[config.mk]
export PLATFORM = sky130hd
export DESIGN_NAME = spi_rom_reader
export DESIGN_NICKNAME = d
export VERILOG_FILES = /design/src/rtl/spi_rom_pkg.sv /design/src/rtl/spi_sck_gen.sv /design/src/rtl/spi_rom_reader.sv
export SDC_FILE = /design/constraint.sdc
export NUM_CORES = 1
export LEC_CHECK = 0
export BUFFER_PORTS_ARGS = -buffer_cell sky130_fd_sc_hd__buf_2
export CAP_MARGIN = 25
export CORE_UTILIZATION = 51
export DETAILED_ROUTE_END_ITERATION = 6
export GPL_ROUTABILITY_DRIVEN = 0
export PLACE_DENSITY = 0.72
export SETUP_SLACK_MARGIN = 0.2
export SYNTH_ARGS = -nofsm -noshare
export SYNTH_HDL_FRONTEND = slang
export SYNTH_SLANG_ARGS = --single-unit
export TNS_END_PERCENT = 5
[constraint.sdc]
create_clock -name clk -period 5 [get_ports clk]
set_clock_uncertainty 0.2 [all_clocks]
set_input_delay 1 -clock clk [delete_from_list [all_inputs] [get_ports clk]]
set_output_delay 1 -clock clk [all_outputs]
set_load 0.03 [all_outputs]
[src/rtl/spi_rom_pkg.sv]
// Shared constants and state encoding for the SPI flash read engine.
package spi_rom_pkg;

    // Standard SPI NOR "READ" opcode (no dummy cycles).
    localparam logic [7:0]  READ_OPCODE = 8'h03;
    localparam int unsigned CMD_BITS    = 8;
    localparam int unsigned ADDR_BITS   = 24;

    typedef enum logic [2:0] {
        IDLE,
        CMD,
        ADDR,
        DATA,
        TAIL
    } state_t;

endpackage

[src/rtl/spi_sck_gen.sv]
// SPI clock generator: half-period counter producing a mode-0 SCK with
// rise/fall strobes that coincide with the clk edge where SCK changes.
module spi_sck_gen #(
    parameter int unsigned CLK_DIV = 2
) (
    input  logic clk,
    input  logic rstn,
    input  logic en_i,
    input  logic stall_i,
    output logic sck_o,
    output logic rise_o,
    output logic fall_o
);

    logic [7:0] cnt_q, cnt_d;
    logic       sck_q, sck_d;
    logic       tick;

    // A toggle happens on the edge where the counter has spent a full half-period.
    assign tick   = en_i && !stall_i && (cnt_q == 8'(CLK_DIV - 1));
    assign rise_o = tick && !sck_q;
    assign fall_o = tick && sck_q;
    assign sck_o  = sck_q;

    // Next-state for the half-period counter; stall freezes both counter and SCK.
    always_comb begin
        cnt_d = cnt_q;
        sck_d = sck_q;
        if (!en_i) begin
            cnt_d = '0;
            sck_d = 1'b0;
        end else if (!stall_i) begin
            if (tick) begin
                cnt_d = '0;
                sck_d = !sck_q;
            end else begin
                cnt_d = cnt_q + 8'd1;
            end
        end
    end

    // Counter and SCK registers with synchronous active-low reset.
    always_ff @(posedge clk) begin
        if (!rstn) begin
            cnt_q <= '0;
            sck_q <= 1'b0;
        end else begin
            cnt_q <= cnt_d;
            sck_q <= sck_d;
        end
    end

endmodule

[src/rtl/spi_rom_reader.sv]
// SPI NOR flash sequential reader: issues READ (0x03) + 24-bit address,
// then streams len bytes out through a valid/ready port with backpressure.
module spi_rom_reader
    import spi_rom_pkg::*;
#(
    parameter int unsigned CLK_DIV = 2
) (
    input  logic        clk,
    input  logic        rstn,
    input  logic        start,
    input  logic [23:0] addr,
    input  logic [15:0] len,
    output logic        busy,
    output logic        done,
    output logic [7:0]  out_data,
    output logic        out_valid,
    input  logic        out_ready,
    output logic        spi_cs_n,
    output logic        spi_sck,
    output logic        spi_mosi,
    input  logic        spi_miso
);

    state_t      state_q;
    logic        busy_q, done_q, cs_n_q;
    logic [31:0] tx_q;
    logic [7:0]  rx_q, out_data_q, tail_cnt_q;
    logic [4:0]  bit_cnt_q;
    logic [15:0] byte_cnt_q;
    logic        last_q, byte_rdy_q, out_valid_q;
    logic        sck, sck_rise, sck_fall, sck_en, stall;

    assign sck_en = (state_q == CMD) || (state_q == ADDR) || (state_q == DATA);

    // Hold SCK low before the first bit of a byte while the previous byte is unconsumed.
    assign stall = (state_q == DATA) && (bit_cnt_q == '0) && !sck
                   && out_valid_q && !out_ready;

    spi_sck_gen #(
        .CLK_DIV(CLK_DIV)
    ) u_sck_gen (
        .clk    (clk),
        .rstn   (rstn),
        .en_i   (sck_en),
        .stall_i(stall),
        .sck_o  (sck),
        .rise_o (sck_rise),
        .fall_o (sck_fall)
    );

    // Transaction FSM: command/address shift-out, data shift-in, output handshake.
    always_ff @(posedge clk) begin
        if (!rstn) begin
            state_q     <= IDLE;
            busy_q      <= 1'b0;
            done_q      <= 1'b0;
            cs_n_q      <= 1'b1;
            tx_q        <= '0;
            rx_q        <= '0;
            bit_cnt_q   <= '0;
            byte_cnt_q  <= '0;
            tail_cnt_q  <= '0;
            last_q      <= 1'b0;
            byte_rdy_q  <= 1'b0;
            out_data_q  <= '0;
            out_valid_q <= 1'b0;
        end else begin
            done_q     <= 1'b0;
            byte_rdy_q <= 1'b0;

            if (out_valid_q && out_ready) begin
                out_valid_q <= 1'b0;
            end
            // The completed byte is presented one clk after its 8th sample.
            if (byte_rdy_q) begin
                out_data_q  <= rx_q;
                out_valid_q <= 1'b1;
            end

            // MOSI is tx_q[31]; zeros shift in behind the address so MOSI is 0 in DATA.
            if (sck_fall) begin
                tx_q <= {tx_q[30:0], 1'b0};
            end

            case (state_q)
                IDLE: begin
                    if (start) begin
                        if (len == '0) begin
                            done_q <= 1'b1;
                        end else begin
                            state_q    <= CMD;
                            busy_q     <= 1'b1;
                            cs_n_q     <= 1'b0;
                            tx_q       <= {READ_OPCODE, addr};
                            byte_cnt_q <= len;
                            bit_cnt_q  <= '0;
                            last_q     <= 1'b0;
                        end
                    end
                end
                CMD: begin
                    if (sck_rise) begin
                        if (bit_cnt_q == 5'(CMD_BITS - 1)) begin
                            state_q   <= ADDR;
                            bit_cnt_q <= '0;
                        end else begin
                            bit_cnt_q <= bit_cnt_q + 5'd1;
                        end
                    end
                end
                ADDR: begin
                    if (sck_rise) begin
                        if (bit_cnt_q == 5'(ADDR_BITS - 1)) begin
                            state_q   <= DATA;
                            bit_cnt_q <= '0;
                        end else begin
                            bit_cnt_q <= bit_cnt_q + 5'd1;
                        end
                    end
                end
                DATA: begin
                    if (sck_rise) begin
                        rx_q <= {rx_q[6:0], spi_miso};
                        if (bit_cnt_q == 5'd7) begin
                            bit_cnt_q  <= '0;
                            byte_rdy_q <= 1'b1;
                            byte_cnt_q <= byte_cnt_q - 16'd1;
                            if (byte_cnt_q == 16'd1) begin
                                last_q <= 1'b1;
                            end
                        end else begin
                            bit_cnt_q <= bit_cnt_q + 5'd1;
                        end
                    end
                    if (sck_fall && last_q) begin
                        state_q    <= TAIL;
                        tail_cnt_q <= '0;
                    end
                end
                TAIL: begin
                    if (tail_cnt_q == 8'(CLK_DIV - 1)) begin
                        state_q <= IDLE;
                        busy_q  <= 1'b0;
                        cs_n_q  <= 1'b1;
                        done_q  <= 1'b1;
                    end else begin
                        tail_cnt_q <= tail_cnt_q + 8'd1;
                    end
                end
                default: state_q <= IDLE;
            endcase
        end
    end

    assign busy      = busy_q;
    assign done      = done_q;
    assign out_data  = out_data_q;
    assign out_valid = out_valid_q;
    assign spi_cs_n  = cs_n_q;
    assign spi_sck   = sck;
    assign spi_mosi  = tx_q[31];

endmodule
Word-level counts from Yosys, hierarchy flattened --
Index checks and enable logic that the tools add are counted.
Operators by class: equality and inequality tests 22, bitwise logic cells 1, add/sub/neg operators 4, reductions and logical operators 34, mux-type cells 48
Operator list (count):
- two-way mux 32 bit | 4
- two-way mux 16 bit | 4
- case mux 16 bit (2 select lines) | 1
- two-way mux 5 bit | 6
- two-way mux 3 bit | 8
- two-way mux 8 bit | 3
- adder 8 x 1 -> 8 bit (second input constant) | 2
- equality test 16 x 1 -> 1 bit (second input constant) | 1
- equality test 8 x 1 -> 1 bit (second input constant) | 2
- logical NOT 16 bit | 1
- case mux 8 bit (2 select lines) | 1
- subtractor 16 x 1 -> 16 bit (second input constant) | 1
- two-way mux 1 bit | 15
- case mux 3 bit (5 select lines) | 1
- case mux 5 bit (3 select lines) | 1
- != test 2 bit (second input constant) | 7
- != test 2 x 1 -> 1 bit (second input constant) | 6
- logical AND 1 bit | 10
- AND reduction 5 bit | 2
- case mux 1 bit (2 select lines) | 4
- AND reduction 8 bit | 1
- nonzero test 2 bit | 4
- equality test 3 x 2 -> 1 bit (second input constant) | 2
- AND reduction 2 bit | 3
- other kinds (15) | 19
Word-level totals: input bits 45, logic and storage cells 124, register bits 95, output and inout bits 14

Longest topological paths before layout --
Gate-level depths: netlist of the first run.
depth after elaboration 13, mapped depth 9, gate-level depth less buffers 7

Hierarchy --
A second synthesis of the first run with hierarchy kept.
Second synthesis, totals: cells, all modules 532, area, all modules 4585.6 um^2
By module, submodules not included:
- spi_rom_reader | area an instance 4130.2 um^2, cells each 480, instances 1, seq. area each 1721.7 um^2
- spi_sck_gen | area an instance 455.4 um^2, cells each 52, instances 1, seq. area each 180.2 um^2

Worst setup path after synthesis of the first run --
OpenSTA, ideal clock, no wires.
path kind in2reg, start point input len[11], end point register byte_cnt_q[11], data required time 4.665 ns, stages on the path 7, arrival time 2.314 ns, setup slack 2.351 ns, library setup time 0.135 ns, buffers on the path 2, cells stage by stage nor4_1 > a41oi_2 > o2bb2a_1 > buf_2 > nand2b_4 > buf_6 > o21ai_0
On the way: cells in the longest elaborated chain, start to end 3, elaborated cells on any way between the ends 6, classes of those cells eq/ne: 1; mux: 3; reduce/logical: 2
RTL lines:
- start: declaration | line spi_rom_reader.sv:12 | input logic [15:0] len,
- logical NOT 16 bit / two-way mux 16 bit (equally long branches) | line spi_rom_reader.sv:88 | if (len == '0) begin
- != test 2 bit (no line) / two-way mux 16 bit (equally long branches)
- AND reduction 5 bit (no line) / case mux 16 bit (2 select lines) (equally long branches)
- end signal: assignment | line spi_rom_reader.sv:95 | byte_cnt_q <= len;
- end signal: assignment | line spi_rom_reader.sv:127 | byte_cnt_q <= byte_cnt_q - 16'd1;
- end: declaration | line spi_rom_reader.sv:29 | logic [15:0] byte_cnt_q;
Parallel ways exist; a longest one is shown, timed or not. The select of a mux whose other input is x is not followed. A chain may end at the register's enable or synchronous reset.

Worst setup path after layout of the first run --
start point input len[3], end point register byte_cnt_q[11]
On the way: cells in the longest elaborated chain, start to end 3
RTL lines (line):
- logical NOT 16 bit | spi_rom_reader.sv:88
- != test 2 bit (no line)
- AND reduction 5 bit (no line)
Every way passes these cells.

==> summary.md, run 1 <==
| Metric | Value |
|---|---|
| Post-route DRC violation count | `12` |
| CP max stage cell | `o2bb2a_1` |
| R2R Path End | `byte_cnt_q[14]` |
| RR Startpoint | `byte_cnt_q[0]` |
| Vias in the first global route | `~3700` |
| Placement row count | `34` |
| CP endpoint kind | `flop` |
| Num CTS Buffers | `9` |
| Primary FF master, synth | `dfxtp_1` |
| Maximum buffer depth of the clock tree | `2` |
| Initial antenna violation count | `0` |
| Failing checks | `design-rule violations` |
| Core area | `8810 µm²` |
| Crit path max-delay family | `compound AO/OA/AOI/OAI gates` |
| WP buf/inv | `1` |
| Slew @ Worst Pin | `0.661 ns` |
| Yosys Warn Count | `0` |
| Avg Cell Area, Syn | `roughly 8.6 µm²` |
| Width of the die | `slightly below 100 µm` |
| Final ANT Viol Nets | `0` |
| Seq/Total Area, Yosys | `0.408` |
| Distinct cells, synth | `65` |
| ANT cells | `0` |
| First-pass GRT wire length | `17300 µm` |
| Status | `finished, violations left` |
| Hold buffer count at CTS | `0` |
| Worst VDD drop | `0.164 mV` |
| DR vias/cell | `5.85` |
| Clock transition at the registers of the reported paths | `0.09 ns` |
| Worst setup margin | `1.93 ns` |
| Routed Wire Length | `10300 µm` |
| DP Worst Slack | `1.59 ns` |
| Post-synthesis net count | `~600` |
| Worst Setup EP | `byte_cnt_q[11]` |
| F_max | `between 300 and 400 MHz` |
| Clock tree from TritonCTS | `built` |
| Largest cells by area after synthesis | `dfxtp_1 (41%), mux2i_1 (11%), nor2_1 (4.8%), o21ai_0 (4.8%), a21oi_1 (4.5%)` |
| DP Area | `4970 µm²` |
| Total gr overflow | `0` |
| Fin crit share | `0.613` |
| Hold_sp | `tx_q[26]` |
| H-tree Lvls | `3` |
| Reg2reg path depth | `7` |
| Reg2Reg Setup Slack | `2.34 ns` |
| Share of cells above drive strength 1 | `0.155` |
| Seq cells post-synth | `95` |
| First-pass DRT Iterations | `7` |
| Hold Path Class | `reg -> reg` |
| Stages on the worst setup path | `6` |
| Port Buffers | `58` |
| Cts repair resizes | `0` |
| Cell Chain, Critical Path | `buf_2 > nor4_1 > a41oi_2 > o2bb2a_1 > nand2b_4 > o21ai_0` |
| Design Area, Final | `a little over 5000 µm²` |
| Max-slew violations | `0` |
| Root Driver | `clkbuf_8` |
| DR vias | `4059` |
| Max-Cap Viols | `0` |
| Area delta synth->final | `11.0%` |
| Final TNS setup | `0 ns` |
| Post CTS Setup Buffer Count | `0` |
| Pwr Total | `1.82 mW` |
| Starting density of the core | `0.530` |
| Critical path arrival | `3.09 ns` |
| Mapped Area | `4660 µm²` |
| Post-synth EDFFs | `0` |
| Final hold viol count | `0` |
| Finish-stage setup viols | `0` |
| Pin count of the biggest net entering global routing | `46` |
| Critical path startpoint | `len[3]` |
| Post-DP HPWL | `7080 µm` |
| I/O Pins | `just under 60` |
| Crit Path Class | `in -> reg` |
| Initial DRC Count | `between 300 and 400` |
| Clk_lat worst skew | `0.35 ns` |
| GRT Total Usage | `0.220` |
| Top-area cell type share of the netlist area | `0.408` |
| Synth Instances | `543` |
| LEAKAGE | `2.26 nW` |
| Clk sink count | `95` |
| Die area | `9530 µm²` |
| RSZ-0062 raised after global routing | `false` |
| Worst setup SP type | `input port` |
| Cell Pwr Density | `352 nW/µm²` |
| Avg WL per Cell | `14.8 µm` |
| Async set or reset register ratio after synthesis | `0` |
| Die Ht | `97.6 µm` |
| Critical Path RT | `5.03 ns` |
| Period minus WS final | `between 3 and 4 ns` |
| Post-synth top area cell | `dfxtp_1` |
| Max-Slew Margin vs Limit | `0.553` |
| CP max stage delay | `0.72 ns` |
| Max FO, Critical Path | `18` |
| Fin nets | `634` |
==> cell type report <==
| type | instances | area, µm² |
|---|---|---|
| clock buffers | 10 | 138 |
| flip-flops and latches | 95 | 1900 |
| multi-input cells | 401 | 2560 |
| inverters | 11 | 41.3 |
| fillers | 801 | 3630 |
| repair buffers | 63 | 328 |
| clock inverters | 6 | 68.8 |
| well taps | 108 | 135 |
==> metal layers <==
metal	GRT usage	part of all wire	vias up
li1	-	-	2043
met1	0.295	0.46	1854
met2	0.359	0.46	149
met3	0.0403	0.065	13
met4	0.0699	0.013	0
met5	0	0	-
==> flip-flops by register name, indices dropped and copies added, names as in the netlist, 3 cells and up <==
signal	flops
bit_cnt_q	5
byte_cnt_q	16
out_data	8
rx_q	8
state_q	3
tail_cnt_q	8
tx_q	32
u_sck_gen.cnt_q	8
==> kinds of logic after synthesis <==
group                      share of synthesized area
DFF                                            0.408
and+or+nand+nor                                0.201
muxes                                          0.105
buffers and inverters                         0.0424
adders and majority gates                     0.0215
AOI/OAI and AO/OA                              0.194
xor gates and xnor gates                      0.0282
==> how the worst min path moves through the flow <==
stage / cells past startpoint / end
2_1_floorplan: 2 / last_q
3_3_place_gp: 2 / out_data[2]
3_5_place_dp: 2 / tx_q[26]
4_1_cts: 2 / last_q
5_1_grt: 2 / tx_q[30]
6_report: 2 / tx_q[27]
==> per-stage QoR <==
step	cells	utilization	hold slack (ns)
after floorplan	543	-	0.245
after global placement	678	0.565	0.270
after detailed placement	678	0.565	0.283
after CTS	694	0.588	0.302
after global routing	694	0.588	0.327
final	694	0.588	0.296
==> cells in the final DEF, fill, tap and decap left out, drive strengths merged, types with 3 or more instances in the layout <==
cell type and n:
ha 8, a21o 3, nand4 6, inv 11, buf 63, nand2 37
and2 4, nor3b 3, a211oi 3, or2 3, nor2 60, dfxtp 95
clkinv 4, mux2i 49, a21oi 43, o21ai 47, o311ai 6, nand3 15
xor2 8, nand2b 3, o211ai 9, o31ai 8, and3 6, nor2b 3
clkbuf 10, xnor2 7, nor4 6, a31oi 6, nor4b 3, a22oi 5
nor3 18
==> where the power goes <==
part	switching, mW	internal, mW
clock network	0.267	0.247
registers	0.0660	0.829
logic	0.256	0.156
total	0.589	1.23
==> worst register-to-register path, cell delays in order, from the launching register on <==
cell and delay [ns]:
dfxtp_1 0.37, inv_1 0.07, ha_1 0.24, or4b_2 0.67, nor2b_1 0.46, a21oi_1 0.13
o311ai_0 0.27, o21ai_0 0.12
==> cells in the mapped netlist, types with 7 or more instances <==
library cell	instances
nor2_1	60
o21ai_0	45
xor2_1	8
nand3_1	14
dfxtp_1	95
inv_1	10
ha_1	8
a21oi_1	42
xnor2_1	7
mux2i_1	49
o211ai_1	9
o31ai_1	8
clkbuf_1	26
nand2_1	37
nor3_1	18
No activity file was read; power rests on OpenSTA's default activity.
==> run 2, diff against run 1 <==
--- a/config.mk
+++ b/config.mk
@@ -5,12 +5,13 @@
 export SDC_FILE = /design/constraint.sdc
 export NUM_CORES = 1
 export LEC_CHECK = 0
+export ABC_AREA = 1
 export BUFFER_PORTS_ARGS = -buffer_cell sky130_fd_sc_hd__buf_2
 export CAP_MARGIN = 25
 export CORE_UTILIZATION = 51
 export DETAILED_ROUTE_END_ITERATION = 6
 export GPL_ROUTABILITY_DRIVEN = 0
-export PLACE_DENSITY = 0.72
+export PLACE_DENSITY = 0.71
 export SETUP_SLACK_MARGIN = 0.2
 export SYNTH_ARGS = -nofsm -noshare
 export SYNTH_HDL_FRONTEND = slang
==> constraint.sdc (replaced) <==
create_clock -name clk -period 3.2 [get_ports clk]
set_clock_uncertainty 0.2 [all_clocks]
set_input_delay 0.64 -clock clk [delete_from_list [all_inputs] [get_ports clk]]
set_output_delay 0.64 -clock clk [all_outputs]
set_load 0.03 [all_outputs]
==> run 2 against run 1 <==
Against the previous run: the run now ends clean; cell count is 29% higher; non-clock buffer count stayed put; die area grew 4.8%.
==> summary.md, run 2 <==
| Metric | Value |
|---|---|
| Post-synthesis net count | `770` |
| Crit-path most repeated cell | `nand2_1` |
| Post-DP HPWL | `approximately 7700 µm` |
| Num CTS Buffers | `9` |
| Worst setup margin | `0.856 ns` |
| Post-synth top area cell | `dfxtp_1` |
| Critical path startpoint | `state_q[1]` |
| Top-area cell type share of the netlist area | `0.389` |
| LEAKAGE | `between 2 and 2.5 nW` |
| Finish-stage setup viols | `0` |
| I/O Pins | `59` |
| Avg WL per Cell | `about 12 µm` |
| Post CTS Setup Buffer Count | `0` |
| Total gr overflow | `0` |
| Placement row count | `35` |
| DP Area | `~5200 µm²` |
| Starting density of the core | `0.527` |
| Pin count of the biggest net entering global routing | `52` |
| Most frequent cells in the layout | `nand2_1 (180), dfxtp_1 (95), nor2_1 (78)` |
| Area delta synth->final | `10.4%` |
| Vias in the first global route | `4385` |
| Seq pwr share | `0.416` |
| Fin nets | `816` |
| Clock share of power | `0.221` |
| RSZ-0062 raised after global routing | `false` |
| Post-route DRC violation count | `0` |
| Worst setup SP type | `flop` |
| DR vias/cell | `5.18` |
| Maximum buffer depth of the clock tree | `2` |
| Seq/Total Area, Yosys | `0.389` |
| Hold Path Class | `reg -> reg` |
| Post-synth top cells | `nand2_1 (180), dfxtp_1 (95), nor2_1 (78)` |
| CP max stage delay | `0.42 ns` |
| Width of the die | `99.9 µm` |
| Biggest regs | `tx_q x32, byte_cnt_q x16` |
| RR Startpoint | `state_q[1]` |
| Final hold viol count | `0` |
| Max-Slew Margin vs Limit | `0.627` |
| Mapped Area | `4890 µm²` |
| DP Worst Slack | `0.654 ns` |
| Max reg flops | `32` |
| First-pass GRT wire length | `19300 µm` |
| Crit Path Class | `reg -> reg` |
| Hold EP | `tx_q[30]` |
| Yosys Warn Count | `0` |
| Share of cells above drive strength 1 | `0.142` |
| Sw Share | `0.403` |
| Initial antenna violation count | `0` |
| Largest cells by area after synthesis | `dfxtp_1 (39%), nand2_1 (14%), a21oi_1 (6.5%), nor2_1 (6.0%), o21ai_0 (5.9%)` |
| WP buf/inv | `3` |
| Cell with the most instances after synthesis | `nand2_1` |
| First-pass DRT Iterations | `4` |
| Distinct cells, synth | `36` |
| Cell Pwr Density | `694 nW/µm²` |
| Max FO, Critical Path | `18` |
| Reg2reg path depth | `9` |
| Design Area, Final | `5400 µm²` |
| Max-slew violations | `0` |
| ANT cells | `0` |
| Async set or reset register ratio after synthesis | `0` |
| Avg Cell Area, Syn | `6.82 µm²` |
| CP max stage cell | `dfxtp_1` |
| Clock transition at the registers of the reported paths | `0.10 ns` |
| Largest Register | `tx_q` |
| DR vias | `4641` |
| Clk sink count | `95` |
| H-tree Lvls | `3` |
| Root Driver | `clkbuf_8` |
| Port Buffers | `58` |
| Fin crit share | `0.732` |
| Core area | `9280 µm²` |
| Hold_sp | `tx_q[29]` |
| Post-synth EDFFs | `0` |
| Cts repair resizes | `0` |
| Period minus WS final | `2.34 ns` |
| Clk_lat worst skew | `0.37 ns` |
| GRT Total Usage | `0.239` |
| WHS Path Cells | `2` |
| Final TNS setup | `0 ns` |
| Status | `finished clean` |
| Fill cells | `932` |
| Clock tree from TritonCTS | `built` |
| Slew @ Worst Pin | `roughly 0.56 ns` |
| Final hold slack | `0.246 ns` |
| Hold buffer count at CTS | `0` |
| Internal power | `~2.2 mW` |
| Initial DRC Count | `153` |
| Seq cells post-synth | `95` |
| CP endpoint kind | `flop` |
| Synth Instances | `approximately 720` |
| Most common cell after layout, fill and taps aside | `nand2_1` |
| Die Ht | `99.9 µm` |
| Part of the power in combinational logic | `0.363` |
| Critical Path RT | `3.31 ns` |
| Cell Chain, Critical Path | `inv_2 > nor2_4 > buf_4 > inv_1 > a21oi_2 > nand2_2 > nand2_1 > nand2_1 > nor2_1` |
| Primary FF master, synth | `dfxtp_1` |
| Routed Wire Length | `approximately 11000 µm` |
| Critical path arrival | `2.46 ns` |
| Reg2Reg Setup Slack | `about 0.86 ns` |
| Die area | `9990 µm²` |
| Final ANT Viol Nets | `0` |
| Crit path max-delay family | `simple AND/OR/NAND/NOR gates` |
| Worst VDD drop | `about 0.33 mV` |
| F_max | `427 MHz` |
| Max-Cap Viols | `0` |
| R2R Path End | `tail_cnt_q[1]` |
| Psw | `1.51 mW` |
-- run 2: area by class of cell --
class | count | area [µm²] | area share
clock inverters | 6 | 75.1 | 0.0139
well taps | 129 | 161 | 0.0299
flip-flops and latches | 95 | 1900 | 0.352
multi-input cells | 521 | 2530 | 0.469
repair buffers | 63 | 328 | 0.0607
inverters | 73 | 277 | 0.0512
clock buffers | 9 | 124 | 0.0229
-- run 2: cells by family (layout without fill, tap and decap cells) --
family                   Yosys count  after routing  share of synthesized area
AND/OR/NAND/NOR                  355            355                      0.322
flip-flops                        95             95                      0.389
XOR/XNOR                           5              5                    0.00895
buffers and inverters            101            151                     0.0936
AO/OA/AOI/OAI                    153            153                      0.167
adder cells (fa/ha/maj)            8              8                     0.0205
-- run 2: stage by stage --
stage	std cells	utilization	total power, mW
floorplan	717	-	2.65
global placement	881	0.560	2.89
detailed placement	881	0.560	2.93
CTS	896	0.581	3.77
global route	896	0.581	4.06
finish	896	0.581	3.75
-- run 2: worst max-delay path by stage --
stage / to / slack, ns / depth (start not counted)
global placement: tx_q[30] / 0.73 / 11
detailed placement: tx_q[30] / 0.65 / 11
finish: tail_cnt_q[1] / 0.86 / 9
CTS: tail_cnt_q[1] / 0.87 / 10
global route: rx_q[3] / 0.64 / 9
floorplan: tx_q[24] / 1.30 / 9
-- run 2: layer usage --
metal | track usage | up-vias | share of wire
met5 | 0 | - | 0
met4 | 0.0758 | 0 | 0.017
met3 | 0.0675 | 14 | 0.048
met2 | 0.413 | 85 | 0.47
met1 | 0.288 | 2112 | 0.46
li1 | - | 2430 | -
-- run 2: worst register-to-register path, stage by stage, from the launching register on --
cell     delay [ns]
dfxtp_1        0.42
inv_2          0.08
nor2_4         0.40
buf_4          0.27
inv_1          0.21
a21oi_2        0.30
nand2_2        0.18
nand2_1        0.10
nand2_1        0.05
nor2_1         0.08
-- run 2: power by group through the flow --
| stage | Combinational [mW] | Sequential [mW] | Clock [mW] |
|---|---|---|---|
| 4_1_cts | 1.36 | 1.56 | 0.851 |
| 3_5_place_dp | 1.35 | 1.58 | 0 |
| 5_1_grt | 1.58 | 1.59 | 0.901 |
| 2_1_floorplan | 1.09 | 1.56 | 0 |
| 6_report | 1.36 | 1.56 | 0.828 |
| 3_3_place_gp | 1.31 | 1.58 | 0 |
